<file path="src/rtl/simplerisc_pkg.sv">
// Shared SimpleRISC definitions: opcodes, instruction field positions and the
// decoded-field bundle carried from decode into the ID/EX register.
package simplerisc_pkg;

    localparam logic [4:0] OP_ADD  = 5'd0;
    localparam logic [4:0] OP_SUB  = 5'd1;
    localparam logic [4:0] OP_MUL  = 5'd2;
    localparam logic [4:0] OP_DIV  = 5'd3;
    localparam logic [4:0] OP_MOD  = 5'd4;
    localparam logic [4:0] OP_CMP  = 5'd5;
    localparam logic [4:0] OP_AND  = 5'd6;
    localparam logic [4:0] OP_OR   = 5'd7;
    localparam logic [4:0] OP_NOT  = 5'd8;
    localparam logic [4:0] OP_MOV  = 5'd9;
    localparam logic [4:0] OP_LSL  = 5'd10;
    localparam logic [4:0] OP_LSR  = 5'd11;
    localparam logic [4:0] OP_ASR  = 5'd12;
    localparam logic [4:0] OP_NOP  = 5'd13;
    localparam logic [4:0] OP_LD   = 5'd14;
    localparam logic [4:0] OP_ST   = 5'd15;
    localparam logic [4:0] OP_BEQ  = 5'd16;
    localparam logic [4:0] OP_BGT  = 5'd17;
    localparam logic [4:0] OP_B    = 5'd18;
    localparam logic [4:0] OP_CALL = 5'd19;
    localparam logic [4:0] OP_RET  = 5'd20;

    localparam int OPC_HI = 31, OPC_LO = 27, IMM_BIT = 26;
    localparam int RD_HI  = 25, RD_LO  = 22;
    localparam int RS1_HI = 21, RS1_LO = 18;
    localparam int RS2_HI = 17, RS2_LO = 14;

    localparam logic [3:0] RA_DEFAULT = 4'd15;

    typedef struct packed {
        logic [4:0] op;
        logic       imm;
        logic [3:0] rs1;
        logic [3:0] rs2;
        logic [3:0] rd;
        logic       rs1_en;
        logic       rs2_en;
        logic       rd_we;
        logic       illegal;
    } dec_t;

endpackage

</file>
<file path="src/rtl/instr_class_decode.sv">
// Pure combinational SimpleRISC decode: instruction word to register indices
// and enables. Indices are forced to 0 whenever their enable is low.
module instr_class_decode
    import simplerisc_pkg::*;
#(
    parameter logic [3:0] RA = RA_DEFAULT
) (
    input  logic [31:0] instr,
    output dec_t        dec
);

    logic [4:0] op;
    logic       imm;
    logic [3:0] rs1, rs2, rd;
    logic       rs1_en, rs2_en, rd_we, illegal;

    always_comb begin
        op      = instr[OPC_HI:OPC_LO];
        imm     = instr[IMM_BIT];
        rs1     = instr[RS1_HI:RS1_LO];
        rs2     = instr[RS2_HI:RS2_LO];
        rd      = instr[RD_HI:RD_LO];
        rs1_en  = 1'b0;
        rs2_en  = 1'b0;
        rd_we   = 1'b0;
        illegal = 1'b0;
        case (op)
            OP_ADD, OP_SUB, OP_MUL, OP_DIV, OP_MOD, OP_AND, OP_OR,
            OP_LSL, OP_LSR, OP_ASR: begin
                rs1_en = 1'b1;
                rs2_en = !imm;
                rd_we  = 1'b1;
            end
            OP_CMP: begin
                rs1_en = 1'b1;
                rs2_en = !imm;
            end
            OP_NOT, OP_MOV: begin
                rs2_en = !imm;
                rd_we  = 1'b1;
            end
            OP_LD: begin
                rs1_en = 1'b1;
                rd_we  = 1'b1;
            end
            // store data register lives in the rd field
            OP_ST: begin
                rs1_en = 1'b1;
                rs2_en = 1'b1;
                rs2    = instr[RD_HI:RD_LO];
            end
            OP_CALL: begin
                rd_we = 1'b1;
                rd    = RA;
            end
            OP_RET: begin
                rs1_en = 1'b1;
                rs1    = RA;
            end
            OP_NOP, OP_BEQ, OP_BGT, OP_B: begin
            end
            default: illegal = 1'b1;
        endcase

        dec.op      = op;
        dec.imm     = imm;
        dec.rs1     = rs1_en ? rs1 : 4'd0;
        dec.rs2     = rs2_en ? rs2 : 4'd0;
        dec.rd      = rd_we ? rd : 4'd0;
        dec.rs1_en  = rs1_en;
        dec.rs2_en  = rs2_en;
        dec.rd_we   = rd_we;
        dec.illegal = illegal;
    end

endmodule

</file>
<file path="src/rtl/id_stage_scoreboard.sv">
// Registered SimpleRISC ID stage with a per-register pending-write scoreboard.
// Define DEC_WB_BYPASS_EN to let a same-cycle writeback clear a RAW hazard.
module id_stage_scoreboard
    import simplerisc_pkg::*;
#(
    parameter int NUM_REGS = 16,
    parameter int RA_IDX   = 15,
    parameter int SB_CNT_W = 2
) (
    input  logic        clk,
    input  logic        rst,
    input  logic        in_valid,
    output logic        in_ready,
    input  logic [31:0] in_instr,
    input  logic        flush,
    output logic        out_valid,
    input  logic        out_ready,
    output logic [4:0]  out_op,
    output logic        out_imm,
    output logic [3:0]  out_rs1,
    output logic [3:0]  out_rs2,
    output logic [3:0]  out_rd,
    output logic        out_rs1_en,
    output logic        out_rs2_en,
    output logic        out_rd_we,
    output logic        out_illegal,
    input  logic        wb_valid,
    input  logic [3:0]  wb_reg,
    output logic        stall,
    output logic        sb_err
);

    localparam int                  CW      = SB_CNT_W + 2;
    localparam logic [SB_CNT_W-1:0] CNT_MAX = '1;

    dec_t                d, q;
    logic [SB_CNT_W-1:0] cnt    [NUM_REGS];
    logic [SB_CNT_W-1:0] cnt_nx [NUM_REGS];
    logic [CW-1:0]       up, dn;
    logic                hazard, capture, wb_zero;

    instr_class_decode #(.RA(4'(RA_IDX))) u_dec (
        .instr (in_instr),
        .dec   (d)
    );

    // Count seen by the hazard check; indices beyond NUM_REGS read as idle.
    function automatic logic [SB_CNT_W-1:0] pend(input logic [3:0] idx);
        logic [SB_CNT_W-1:0] c;
        c = '0;
        for (int r = 0; r < NUM_REGS; r++)
            if (idx == 4'(r)) c = cnt[r];
`ifdef DEC_WB_BYPASS_EN
        if (wb_valid && wb_reg == idx && c != '0) c = c - SB_CNT_W'(1);
`endif
        return c;
    endfunction

    always_comb begin
        hazard = in_valid && ((d.rs1_en && pend(d.rs1) != '0) ||
                              (d.rs2_en && pend(d.rs2) != '0) ||
                              (d.rd_we  && pend(d.rd)  == CNT_MAX));
    end

    assign stall    = hazard;
    assign in_ready = !hazard && !flush && (!out_valid || out_ready);
    assign capture  = in_valid && in_ready;

    // Issue, writeback and flush-drop combine as a net sum, floored at 0.
    always_comb begin
        up      = '0;
        dn      = '0;
        wb_zero = 1'b0;
        for (int r = 0; r < NUM_REGS; r++) begin
            up = CW'(cnt[r]) + CW'(capture && d.rd_we && d.rd == 4'(r));
            dn = CW'(wb_valid && wb_reg == 4'(r)) +
                 CW'(flush && out_valid && q.rd_we && q.rd == 4'(r));
            cnt_nx[r] = (up > dn) ? SB_CNT_W'(up - dn) : '0;
            if (wb_valid && wb_reg == 4'(r) && cnt[r] == '0) wb_zero = 1'b1;
        end
    end

    always_ff @(posedge clk) begin
        if (rst) begin
            for (int r = 0; r < NUM_REGS; r++) cnt[r] <= '0;
            sb_err <= 1'b0;
        end else begin
            for (int r = 0; r < NUM_REGS; r++) cnt[r] <= cnt_nx[r];
            if (wb_zero) sb_err <= 1'b1;
        end
    end

    always_ff @(posedge clk) begin
        if (rst) begin
            out_valid <= 1'b0;
            q         <= '0;
        end else if (flush) begin
            out_valid <= 1'b0;
        end else if (capture) begin
            out_valid <= 1'b1;
            q         <= d;
        end else if (out_ready) begin
            out_valid <= 1'b0;
        end
    end

    assign out_op      = q.op;
    assign out_imm     = q.imm;
    assign out_rs1     = q.rs1;
    assign out_rs2     = q.rs2;
    assign out_rd      = q.rd;
    assign out_rs1_en  = q.rs1_en;
    assign out_rs2_en  = q.rs2_en;
    assign out_rd_we   = q.rd_we;
    assign out_illegal = q.illegal;

endmodule

</file>
<file path="config.mk">
export PLATFORM = sky130hd
export DESIGN_NAME = id_stage_scoreboard
export DESIGN_NICKNAME = d
export VERILOG_FILES = /design/src/rtl/simplerisc_pkg.sv /design/src/rtl/instr_class_decode.sv /design/src/rtl/id_stage_scoreboard.sv
export SDC_FILE = /design/constraint.sdc
export NUM_CORES = 1
export LEC_CHECK = 0
export ABC_AREA = 1
export BUFFER_PORTS_ARGS = -buffer_cell sky130_fd_sc_hd__buf_2
export CORE_MARGIN = 1
export CORE_UTILIZATION = 65
export CTS_CLUSTER_SIZE = 10
export DETAILED_ROUTE_END_ITERATION = 6
export HOLD_SLACK_MARGIN = 0.08
export MAX_ROUTING_LAYER = met4
export PLACE_DENSITY = 0.88
export SLEW_MARGIN = 10
export SYNTH_ARGS = -nofsm -noshare
export SYNTH_HDL_FRONTEND = slang
export SYNTH_SLANG_ARGS = --single-unit
</file>
<file path="constraint.sdc">
create_clock -name clk -period 7.95 [get_ports clk]
set_input_delay 1.59 -clock clk [delete_from_list [all_inputs] [get_ports clk]]
set_output_delay 1.59 -clock clk [all_outputs]
set_load 0.01 [all_outputs]
</file>
==> After elaboration in Yosys (flattened, before gate mapping) <==
Memory sizes are Yosys's and may differ from the RTL's.
Cells that the tools add are included.
{ "word_totals": {"output_inout_bits": 26, "word_cells": 412, "ram_bits": 32, "n_memories": 1, "regBits": 24} }
{ "classes": {"bitwise_logic": 17, "order_cmp": 16, "n_eq_ne": 96, "n_reduce_logical": 112, "muxes": 111, "add_sub_neg": 48} }
{ "mem_list": {"columns": ["memory", "depth", "width", "read_ports", "rd_ports_with_merged_regs", "write_ports", "line", "source"], "rows": [
  ["cnt", 16, 2, 16, 0, 16, "id_stage_scoreboard.sv:37", "logic [SB_CNT_W-1:0] cnt [NUM_REGS];"]
]} }
{ "op_table": {"columns": ["cell", "n"], "rows": [
  ["equality test 4 bit (second input constant)", 40],
  ["2-to-1 mux 2 bit", 80],
  ["equality test 4 x 3 -> 1 bit (second input constant)", 20],
  ["logical AND 1 bit", 74],
  ["adder 2 x 1 -> 3 bit", 16],
  ["> comparator 3 x 2 -> 1 bit", 16],
  ["equality test 4 x 2 -> 1 bit (second input constant)", 10],
  ["equality test 5 x 4 -> 1 bit (second input constant)", 8],
  ["adder 1 x 1 -> 2 bit", 16],
  ["logical NOT 2 bit", 16],
  ["subtractor 2 bit", 16],
  ["OR reduction 14 bit", 2],
  ["equality test 5 bit (second input constant)", 5],
  ["2-to-1 mux 1 bit", 24],
  ["2-to-1 mux 4 bit", 6],
  ["OR reduction 21 bit", 1],
  ["equality test 4 x 1 -> 1 bit (second input constant)", 5],
  ["equality test 5 x 3 -> 1 bit (second input constant)", 4],
  ["logical NOT 4 bit", 5],
  ["OR 1 bit", 16],
  ["OR reduction 13 bit", 1],
  ["equality test 5 x 2 -> 1 bit (second input constant)", 2],
  ["nonzero test 2 bit", 3],
  ["equality test 5 x 1 -> 1 bit (second input constant)", 1],
  ["8 further kinds", 13]
]} }

==> Logic depth before layout (Yosys ltp) <==
Gate-level depths: netlist of run 1.
{ "logic_depth": {"ltp_word": 36, "ltp_mapped": 35, "depth_no_buf": 34} }

==> Cells and area by module <==
A second synthesis of run 1 with hierarchy kept.
{ "hier_totals": {"cells_unflattened": 893, "area_unflattened_um2": 5621.6} }
{ "by_module_without_submodules": {"columns": ["mod", "n_inst", "seq_area_each_um2", "area_per_inst_um2", "cells_each"], "rows": [
  ["id_stage_scoreboard", 1, 1121.1, 5059.9, 787],
  ["instr_class_decode", 1, 0.0, 561.8, 106]
]} }

==> Worst setup path after synthesis of run 1 <==
No wires, ideal clock.
{ "synth_path": {"kind": "input-to-output", "startpoint": "in in_instr[30]", "endpoint": "out in_ready", "path_stages": 26, "setup_slack_ns": 2.790, "path_buffers": 0, "required_time_ns": 6.360, "arrival_ns": 3.570, "cell_sequence": "inv_1 > nor2_1 > inv_1 > nor2_1 > inv_1 > nand3_1 > nand2_1 > nand2_2 > nand2_1 > nor2_2 > inv_2 > nor2_2 > a21oi_1 > nand2_1 > nand4_1 > nand2_1 > nand3_1 > nand2_1 > nand2_1 > nand2_1 > nand2_1 > nand2_1 > nand3_1 > nand2_1 > inv_1 > nor2_1"} }
{ "synth_via": {"elab_chain_cells": 29} }
{ "synth_lines": {"columns": ["element", "line", "source"], "rows": [
  ["start, declared", "id_stage_scoreboard.sv:14", "input logic [31:0] in_instr,"],
  ["equality test 5 x 1 -> 1 bit, or another cell as far along", "instr_class_decode.sv:27", "case (op)"],
  ["OR reduction 13 bit (no line) or OR reduction 14 bit (tied branches)", null, null],
  ["one-hot mux 1 bit (2 select lines) or 2-to-1 mux 1 bit (tied branches)", "instr_class_decode.sv:27", null],
  ["2-to-1 mux 4 bit (on tied branches)", "instr_class_decode.sv:68, instr_class_decode.sv:67", null],
  ["logical NOT 4 bit", "id_stage_scoreboard.sv:52", "if (idx == 4'(r)) c = cnt[r];"],
  ["2-to-1 mux 2 bit (16 in series)", "id_stage_scoreboard.sv:52", null],
  ["nonzero test 2 bit (on tied branches)", "id_stage_scoreboard.sv:61, id_stage_scoreboard.sv:60", null],
  ["logical AND 1 bit (on tied branches)", "id_stage_scoreboard.sv:61, id_stage_scoreboard.sv:60", null],
  ["logical OR 1 bit", "id_stage_scoreboard.sv:60", "hazard = in_valid && ((d.rs1_en && pend(d.rs1) != '0) ||"],
  ["logical OR 1 bit (*)", "id_stage_scoreboard.sv:61", "(d.rs2_en && pend(d.rs2) != '0) ||"],
  ["logical AND 1 bit (*)", "id_stage_scoreboard.sv:60", null],
  ["named net stall", "id_stage_scoreboard.sv:29", "output logic stall,"],
  ["logical NOT 1 bit (*)", "id_stage_scoreboard.sv:66", "assign in_ready = !hazard && !flush && (!out_valid || out_ready);"],
  ["logical AND 1 bit (*) (2 in series)", "id_stage_scoreboard.sv:66", null],
  ["end, declared", "id_stage_scoreboard.sv:13", "output logic in_ready,"]
]} }
Mark *: on every way through the listed nets, which the timed path passes. The rest lies on a longest branch.

==> Final worst setup path of run 1 <==
{ "layout_path": {"startpoint": "in in_instr[27]", "endpoint": "out in_ready"} }
{ "layout_via": {"elab_chain_cells": 29} }
{ "layout_lines": {"columns": ["element", "line"], "rows": [
  ["equality test 5 x 1 -> 1 bit, or another cell as far along", "instr_class_decode.sv:27"],
  ["OR reduction 13 bit (no line) or OR reduction 14 bit (tied branches)", null],
  ["one-hot mux 1 bit (2 select lines) or 2-to-1 mux 1 bit (tied branches)", "instr_class_decode.sv:27"],
  ["2-to-1 mux 4 bit (on tied branches)", "instr_class_decode.sv:68, instr_class_decode.sv:67"],
  ["logical NOT 4 bit", "id_stage_scoreboard.sv:52"],
  ["2-to-1 mux 2 bit (16 in series)", "id_stage_scoreboard.sv:52"],
  ["nonzero test 2 bit (on tied branches)", "id_stage_scoreboard.sv:61, id_stage_scoreboard.sv:60"],
  ["logical AND 1 bit (on tied branches)", "id_stage_scoreboard.sv:61, id_stage_scoreboard.sv:60"],
  ["logical OR 1 bit", "id_stage_scoreboard.sv:60"],
  ["logical OR 1 bit (*)", "id_stage_scoreboard.sv:61"],
  ["logical AND 1 bit (*)", "id_stage_scoreboard.sv:60"],
  ["logical NOT 1 bit (*)", "id_stage_scoreboard.sv:66"],
  ["logical AND 1 bit (*) (2 in series)", "id_stage_scoreboard.sv:66"]
]} }
Every way passes the cells marked *; elsewhere a longest branch is shown, timed or not.

==> results by group, run 1 <==
Run status
  • Status: finished clean

Routing
  • Total Wirelength: 15240 um
  • ANT nets after route: 0
  • Post-route DRC: 0
  • Detailed Routing Iterations Pass 1: 5
  • Via density: 5.688
  • Via Count: 5756
  • Wire per inst: 15.06 um
  • Drt initial violations: 438

Critical path
  • R2R depth: 25
  • Worst path slowest cell: nor2_1
  • Crit end category: output port
  • Startpoint types: input pin
  • CP dominant cell by count: nand2_1
  • Setup CP Type: input pin to output port
  • CP Max Fanout: 8
  • Worst Path Arrival: 4.37 ns
  • CP max stage delay: 0.28 ns
  • Required time worst endpoint: 6.36 ns

Clocking
  • CTS Hold Bufs: 0
  • Post-CTS Setup Bufs: 0
  • Clock Pin Slew Worst Setup and Hold Paths: 0.09 ns
  • # H-tree levels: 2
  • Clk sinks: 56
  • Clock Path Buffers: 2
  • Post_cts resized: 0
  • Clock root buffer: clkbuf_8
  • CTS tree: built
  • TritonCTS Buffers: 5
  • Worst-Skew Late Latency: 0.32 ns

Timing
  • Endpoints failing setup: 0
  • Fin crit period: 5.959 ns
  • Clock Skews: 0.01291 ns
  • Worst slew pin tran: 0.9229 ns
  • Fin Setup TNS: 0 ns
  • Final hold slack: 0.4684 ns
  • Max Fclk: 0.1678 GHz
  • Slew Limit Fails: 0
  • Tcrit/Tclk final: 74.95%
  • Final hold vios: 0
  • Slew headroom: 36.89%
  • Unrepaired setup endpoints after global routing: false
  • Post-route setup slack: 1.991 ns

Flow run
  • Max Cap Viol: 0

Die
  • Std-Cell Rows: 33
  • Core Region: 0.008258 mm^2
  • I/O pin count: 68
  • Die width: 94.57 um
  • Die area: 0.008943 mm^2
  • Height of the die: 94.57 um
  • Initial Util: 67.45%

Cells and area
  • Synth-to-Final Area Change: 7.749%
  • Diode count: 0
  • Most frequent cells in the layout: 183 x nor2_1, 166 x nand2_1, 118 x inv_1
  • Area of the multi-input gates: 0.003886 mm^2
  • Non-filler cells, final: 1012
  • Nets: 1029
  • Register Area: 0.001121 mm^2
  • Layout cells sized above 1: 12.90%
  • Commonest non-fill, non-tap cell in the layout: nor2_1
  • Fillcell total: 730

Synthesis
  • Post-Syn Area: 0.005570 mm^2
  • Synth top area share: 20.13%
  • Cell variety after synth: 42
  • Largest area contributor in the netlist: dfxtp_1
  • Synth Instances: 857
  • Syn. warnings: 0
  • Sequential element share of the synthesized area: 20.13%
  • Number of flops mapped to enable cells by yosys: 0
  • Top_reg_cell synth: dfxtp_1
  • Flops & latches, synth: 56
  • Async set or reset register ratio after synthesis: 0%
  • Avg Inst Size Synth: 6.500 um^2
  • Syn nets: 979
  • Synth area leaders: dfxtp_1 20%, ha_1 14%, nor2_1 12%

Power
  • VDD IR-drop max: 0.06947 mV
  • Final total power: 0.6325 mW
  • Cell Pwr Density: 105.4 mW/mm^2
  • Leakage power: 2.986 nW

Global route
  • First-pass GRT wire length: 24780 um
  • Pin count of the biggest net entering global routing: 38
  • Grt ovf: 0
  • Vias in the first global route: 5421
  • Total track usage: 36.53%
  • Initial antenna violation count: 0

Place
  • # placed instances: 1005
  • Post-DP HPWL: 12340 um
  • Place WS: 1.822 ns
  • Port bufs: 53
  • Gpl congestion: 0.9674

Hold path
  • HP Class: register to register
  • Hold depth: 2
==> cell usage after synthesis (2+ instances only) <==
cell and count:
o21ai_2 3, nand4_1 22, nand2_2 9, a211oi_1 4, or2_1 2, nor3_1 12, o31ai_1 2, o21ai_0 8
nand2_1 166, clkbuf_1 4, nor3_2 4, ha_1 64, inv_2 14, inv_1 118, fa_1 16, xnor2_1 2
a21oi_1 24, a41oi_1 2, nor2_1 183, o21ai_1 7, nor4_1 3, buf_6 2, nor2_2 18, o211ai_1 15
xor2_1 13, or2_2 2, buf_4 2, dfxtp_1 56, a31oi_1 3, nand3_4 2, nand3_1 63, a2111oi_0 2
==> sequential cells by signal (all words and copies together) (netlist names), 4 cells and up <==
name	flops
cnt	32
out_rs1	4
out_rd	4
out_op	5
out_rs2	4
==> per-layer routing <==
metal / wire length, um / GRT usage (%) / up-vias
met5: 0 / - / -
met4: 410 / 11.49 / 0
met3: 1133 / 4.428 / 39
met2: 7189 / 62.50 / 252
met1: 6503 / 44.75 / 2613
li1: - / - / 2852
==> final cells by class <==
type	instances	share of cell area [%]
sequential	56	18.68
clock buffer	7	1.605
tap	105	2.189
inverter	133	8.359
timing repair buffer	53	4.419
multi-input combinational	658	64.75
==> per-stage QoR <==
stage | util (%) | instance area [um^2]
detailed placement | 71.52 | 5906
global route | 72.68 | 6002
finish | 72.68 | 6002
global placement | 71.52 | 5906
CTS | 72.68 | 6002
floorplan | - | 5570
==> final timing paths <==
check,startpoint,end,slack (ns)
setup / recovery,in_instr[27],in_ready,1.99
hold / removal,out_rs2[1]$_SDFFE_PP0P_,out_rs2[1]$_SDFFE_PP0P_,0.47
setup reg to reg,cnt[0][1]$_SDFF_PP0_,cnt[1][2]$_SDFF_PP0_,4.08
hold reg to reg,out_rs2[1]$_SDFFE_PP0P_,out_rs2[1]$_SDFFE_PP0P_,0.47
==> critical path: cells and delay by family <==
| kind | cells | cell delay [ns] |
|---|---|---|
| buffers and inverters | 5 | 0.65 |
| AO/OA/AOI/OAI | 2 | 0.17 |
| AND/OR/NAND/NOR | 19 | 1.96 |
==> power by group <==
| part | leakage (nW) | switching (mW) | internal, mW |
|---|---|---|---|
| logic | 2.48 | 0.112 | 0.0498 |
| clock network | 0.0503 | 0.0937 | 0.0779 |
| registers | 0.455 | 0.00758 | 0.291 |
==> cells by family after synthesis <==
group                      share of synthesized area (%)
AOI/OAI and AO/OA                                  8.221
xor gates and xnor gates                           2.359
adders and majority gates                          20.13
buffers and inverters                              10.11
DFF                                                20.13
and+or+nand+nor                                    39.06
Power figures use the tool's default switching activity.
==> run 2, diff against run 1 <==
--- a/config.mk
+++ b/config.mk
@@ -8,12 +8,12 @@
 export ABC_AREA = 1
 export BUFFER_PORTS_ARGS = -buffer_cell sky130_fd_sc_hd__buf_2
 export CORE_MARGIN = 1
-export CORE_UTILIZATION = 65
+export CORE_UTILIZATION = 60
 export CTS_CLUSTER_SIZE = 10
 export DETAILED_ROUTE_END_ITERATION = 6
 export HOLD_SLACK_MARGIN = 0.08
 export MAX_ROUTING_LAYER = met4
-export PLACE_DENSITY = 0.88
+export PLACE_DENSITY = 0.82
 export SLEW_MARGIN = 10
 export SYNTH_ARGS = -nofsm -noshare
 export SYNTH_HDL_FRONTEND = slang
==> constraint.sdc (replaced) <==
create_clock -name clk -period 5.5 [get_ports clk]
set_input_delay 1.1 -clock clk [delete_from_list [all_inputs] [get_ports clk]]
set_output_delay 1.1 -clock clk [all_outputs]
set_load 0.01 [all_outputs]
==> run 2 against run 1 <==
Net effect:
- the run now ends with design-rule violations left
- die area rose by 8.2%
- clock power rose by 49%
- clock-buffer cell count fell by 2
- setup slack got worse by 1.5 ns
- sequential share of layout area fell by 0.34 points
- via count rose by 1.6%
- worst hold slack improved by 0.0052 ns
- clock skew barely moved
- combinational power rose by 56%
- first-iteration DRC count fell by 26%
- critical path depth rose by 5
==> results by group, run 2 (synthesis results as in run 1) <==
Run status
  • Status: complete, but fails checks
  • Failing checks: design-rule violations

Timing
  • Fin Setup TNS: 0 ns (unchanged)
  • Slew Limit Fails: 0 (unchanged)
  • Clock Skews: 0.01329 ns (+0.0003806 ns)
  • Worst slew pin tran: 0.9571 ns (+0.03423 ns)
  • Endpoints failing setup: 0 (unchanged)
  • Tcrit/Tclk final: 90.92%
  • Fin crit period: 5.000 ns
  • Max Fclk: 0.2000 GHz
  • Final hold vios: 0 (unchanged)
  • Unrepaired setup endpoints after global routing: false
  • Slew headroom: 34.54% (-2.3 points)

Cells and area
  • Diode count: 0 (unchanged)
  • Max reg flops: 32 (unchanged)
  • Nets: 1041 (+1.2%)
  • Register Area: 0.001121 mm^2 (unchanged)
  • Synth-to-Final Area Change: 9.748%
  • Layout cells sized above 1: 14.24% (+1.3 points)
  • Area of the multi-input gates: 0.003891 mm^2 (+0.13%)
  • Commonest non-fill, non-tap cell in the layout: nor2_1
  • Most frequent cells in the layout: 183 x nor2_1, 166 x nand2_1, 118 x inv_1
  • Largest reg by FF count: cnt
  • Fillcell total: 795 (+8.9%)
  • Non-filler cells, final: 1028 (+1.6%)

Clocking
  • Clock Pin Slew Worst Setup and Hold Paths: 0.12 ns (+0.03 ns)
  • Clock Path Buffers: 2 (unchanged)
  • CTS Hold Bufs: 0 (unchanged)
  • Worst-Skew Late Latency: 0.33 ns (about the same)
  • TritonCTS Buffers: 5 (unchanged)
  • Post-CTS Setup Bufs: 0 (unchanged)
  • Clock root buffer: clkbuf_8
  • CTS tree: built
  • # H-tree levels: 2 (unchanged)
  • Clk sinks: 56 (unchanged)

Critical path
  • R2R depth: 26 (+4.0%)
  • Required time worst endpoint: 5.76 ns (-0.60 ns)
  • CP dominant cell by count: nand2_1
  • CP Capture Point: cnt[0][7]$_SDFF_PP0_
  • R2R Setup Slk: 1.95 ns (-2.13 ns)
  • Startpoint types: input pin
  • Worst path slowest cell: fa_1
  • CP max stage delay: 0.52 ns (+0.24 ns)
  • Critical path launch point: in_instr[29]
  • Setup CP Type: input pin to register
  • CP Max Fanout: 17 (+9)
  • Crit end category: register
  • R2R Path Start: cnt[0][3]$_SDFF_PP0_
  • RR Endpoint: cnt[0][7]$_SDFF_PP0_
  • Worst Path Arrival: 5.26 ns (+0.89 ns)

Global route
  • Vias in the first global route: 5773 (+6.5%)
  • Grt ovf: 0 (unchanged)
  • Total track usage: 36.46% (-0.069 points)
  • First-pass GRT wire length: 27170 um (+9.6%)
  • Pin count of the biggest net entering global routing: 38 (unchanged)
  • Initial antenna violation count: 0 (unchanged)

Die
  • Initial Util: 62.95% (-4.5 points)
  • Die area: 0.009674 mm^2 (+8.2%)
  • Die width: 98.36 um (+4.0%)
  • Std-Cell Rows: 34 (+3.0%)
  • Core Region: 0.008848 mm^2 (+7.2%)
  • I/O pin count: 68 (unchanged)
  • Height of the die: 98.36 um (+4.0%)

Routing
  • Post-route DRC: 6 (+6)
  • Drt initial violations: 323 (-26%)
  • Via density: 5.687 (about the same)
  • Wire per inst: 15.84 um (+5.2%)
  • Via Count: 5846 (+1.6%)
  • Detailed Routing Iterations Pass 1: 7 (+2)
  • Total Wirelength: 16280 um (+6.8%)
  • ANT nets after route: 0 (unchanged)

Place
  • Post-DP HPWL: 13330 um (+8.0%)
  • Gpl congestion: 0.9872 (+2.0%)
  • Port bufs: 53 (unchanged)
  • # placed instances: 1020 (+1.5%)

Flow run
  • Max Cap Viol: 0 (unchanged)

Power
  • VDD IR-drop max: 0.1124 mV (+62%)
  • Cell Pwr Density: 153.9 mW/mm^2 (+46%)
  • Leakage power: 3.042 nW (+1.9%)

Hold path
  • HP Class: register to register
[run 2: cell count changes in the layout (fill, tap and decap cells not counted), sizes merged]
cell      delta
clkinv       +1
clkinvlp     +1
clkbuf       -2
buf         +12
inv          +1
[run 2: layer usage]
layer | routed length (um) | global-route usage, %
met1 | 6543 | 41.84
met2 | 7958 | 61.76
met5 | 0 | -
met3 | 1079 | 6.156
met4 | 698 | 17.57
[run 2: cell type report]
class / instances / area share, %
multi-input combinational: 658 / 63.65
timing repair buffer: 65 / 6.017
clock buffer: 5 / 1.126
tap: 108 / 2.210
inverter: 133 / 8.207
sequential: 56 / 18.34
clock inverter: 3 / 0.4503
[run 2: report_power, final]
group	switching, mW	internal, mW	total (mW)	leakage, nW
combinational	0.171	0.0813	0.253	2.54
sequential	0.0107	0.421	0.432	0.455
clock	0.162	0.0943	0.256	0.0463
[run 2: repair_timing]
action / 4_1_cts / 5_1_grt
resized for setup: 0 / 2
hold endpoints to repair: 0 / 0
endpoints found under the setup margin: 0 / 24
[run 2: worst min-delay path by stage]
stage / start / to / cells past startpoint
6_report: out_op[2]$_SDFFE_PP0P_ / out_op[2]$_SDFFE_PP0P_ / 2
5_1_grt: out_op[3]$_SDFFE_PP0P_ / out_op[3]$_SDFFE_PP0P_ / 2
4_1_cts: out_op[2]$_SDFFE_PP0P_ / out_op[2]$_SDFFE_PP0P_ / 2
3_5_place_dp: out_op[2]$_SDFFE_PP0P_ / out_op[2]$_SDFFE_PP0P_ / 2
3_3_place_gp: out_op[1]$_SDFFE_PP0P_ / out_op[1]$_SDFFE_PP0P_ / 2
2_1_floorplan: out_illegal$_SDFFE_PP0P_ / out_illegal$_SDFFE_PP0P_ / 2
[run 2: metrics by stage]
step                      area (um^2)  setup WS [ns]  power, mW  util (%)  hold WS (ns)
after floorplan                  5570         0.9307     0.6030         -        0.4768
after global placement           6012         0.2704     0.6830     67.94        0.4434
after detailed placement         6012        0.04257     0.6885     67.94        0.4507
after CTS                        6108         0.3792     0.9444     69.03        0.4785
after global routing             6113       0.003528     0.9909     69.09        0.4987
final                            6113         0.4997     0.9409     69.09        0.4736
[run 2: worst max-delay path: cells and delay by family]
kind	cells	cell delay, ns
AND/OR/NAND/NOR	20	2.15
adder cells (fa/ha/maj)	2	0.70
buffers and inverters	5	0.51
AO/OA/AOI/OAI	4	0.80
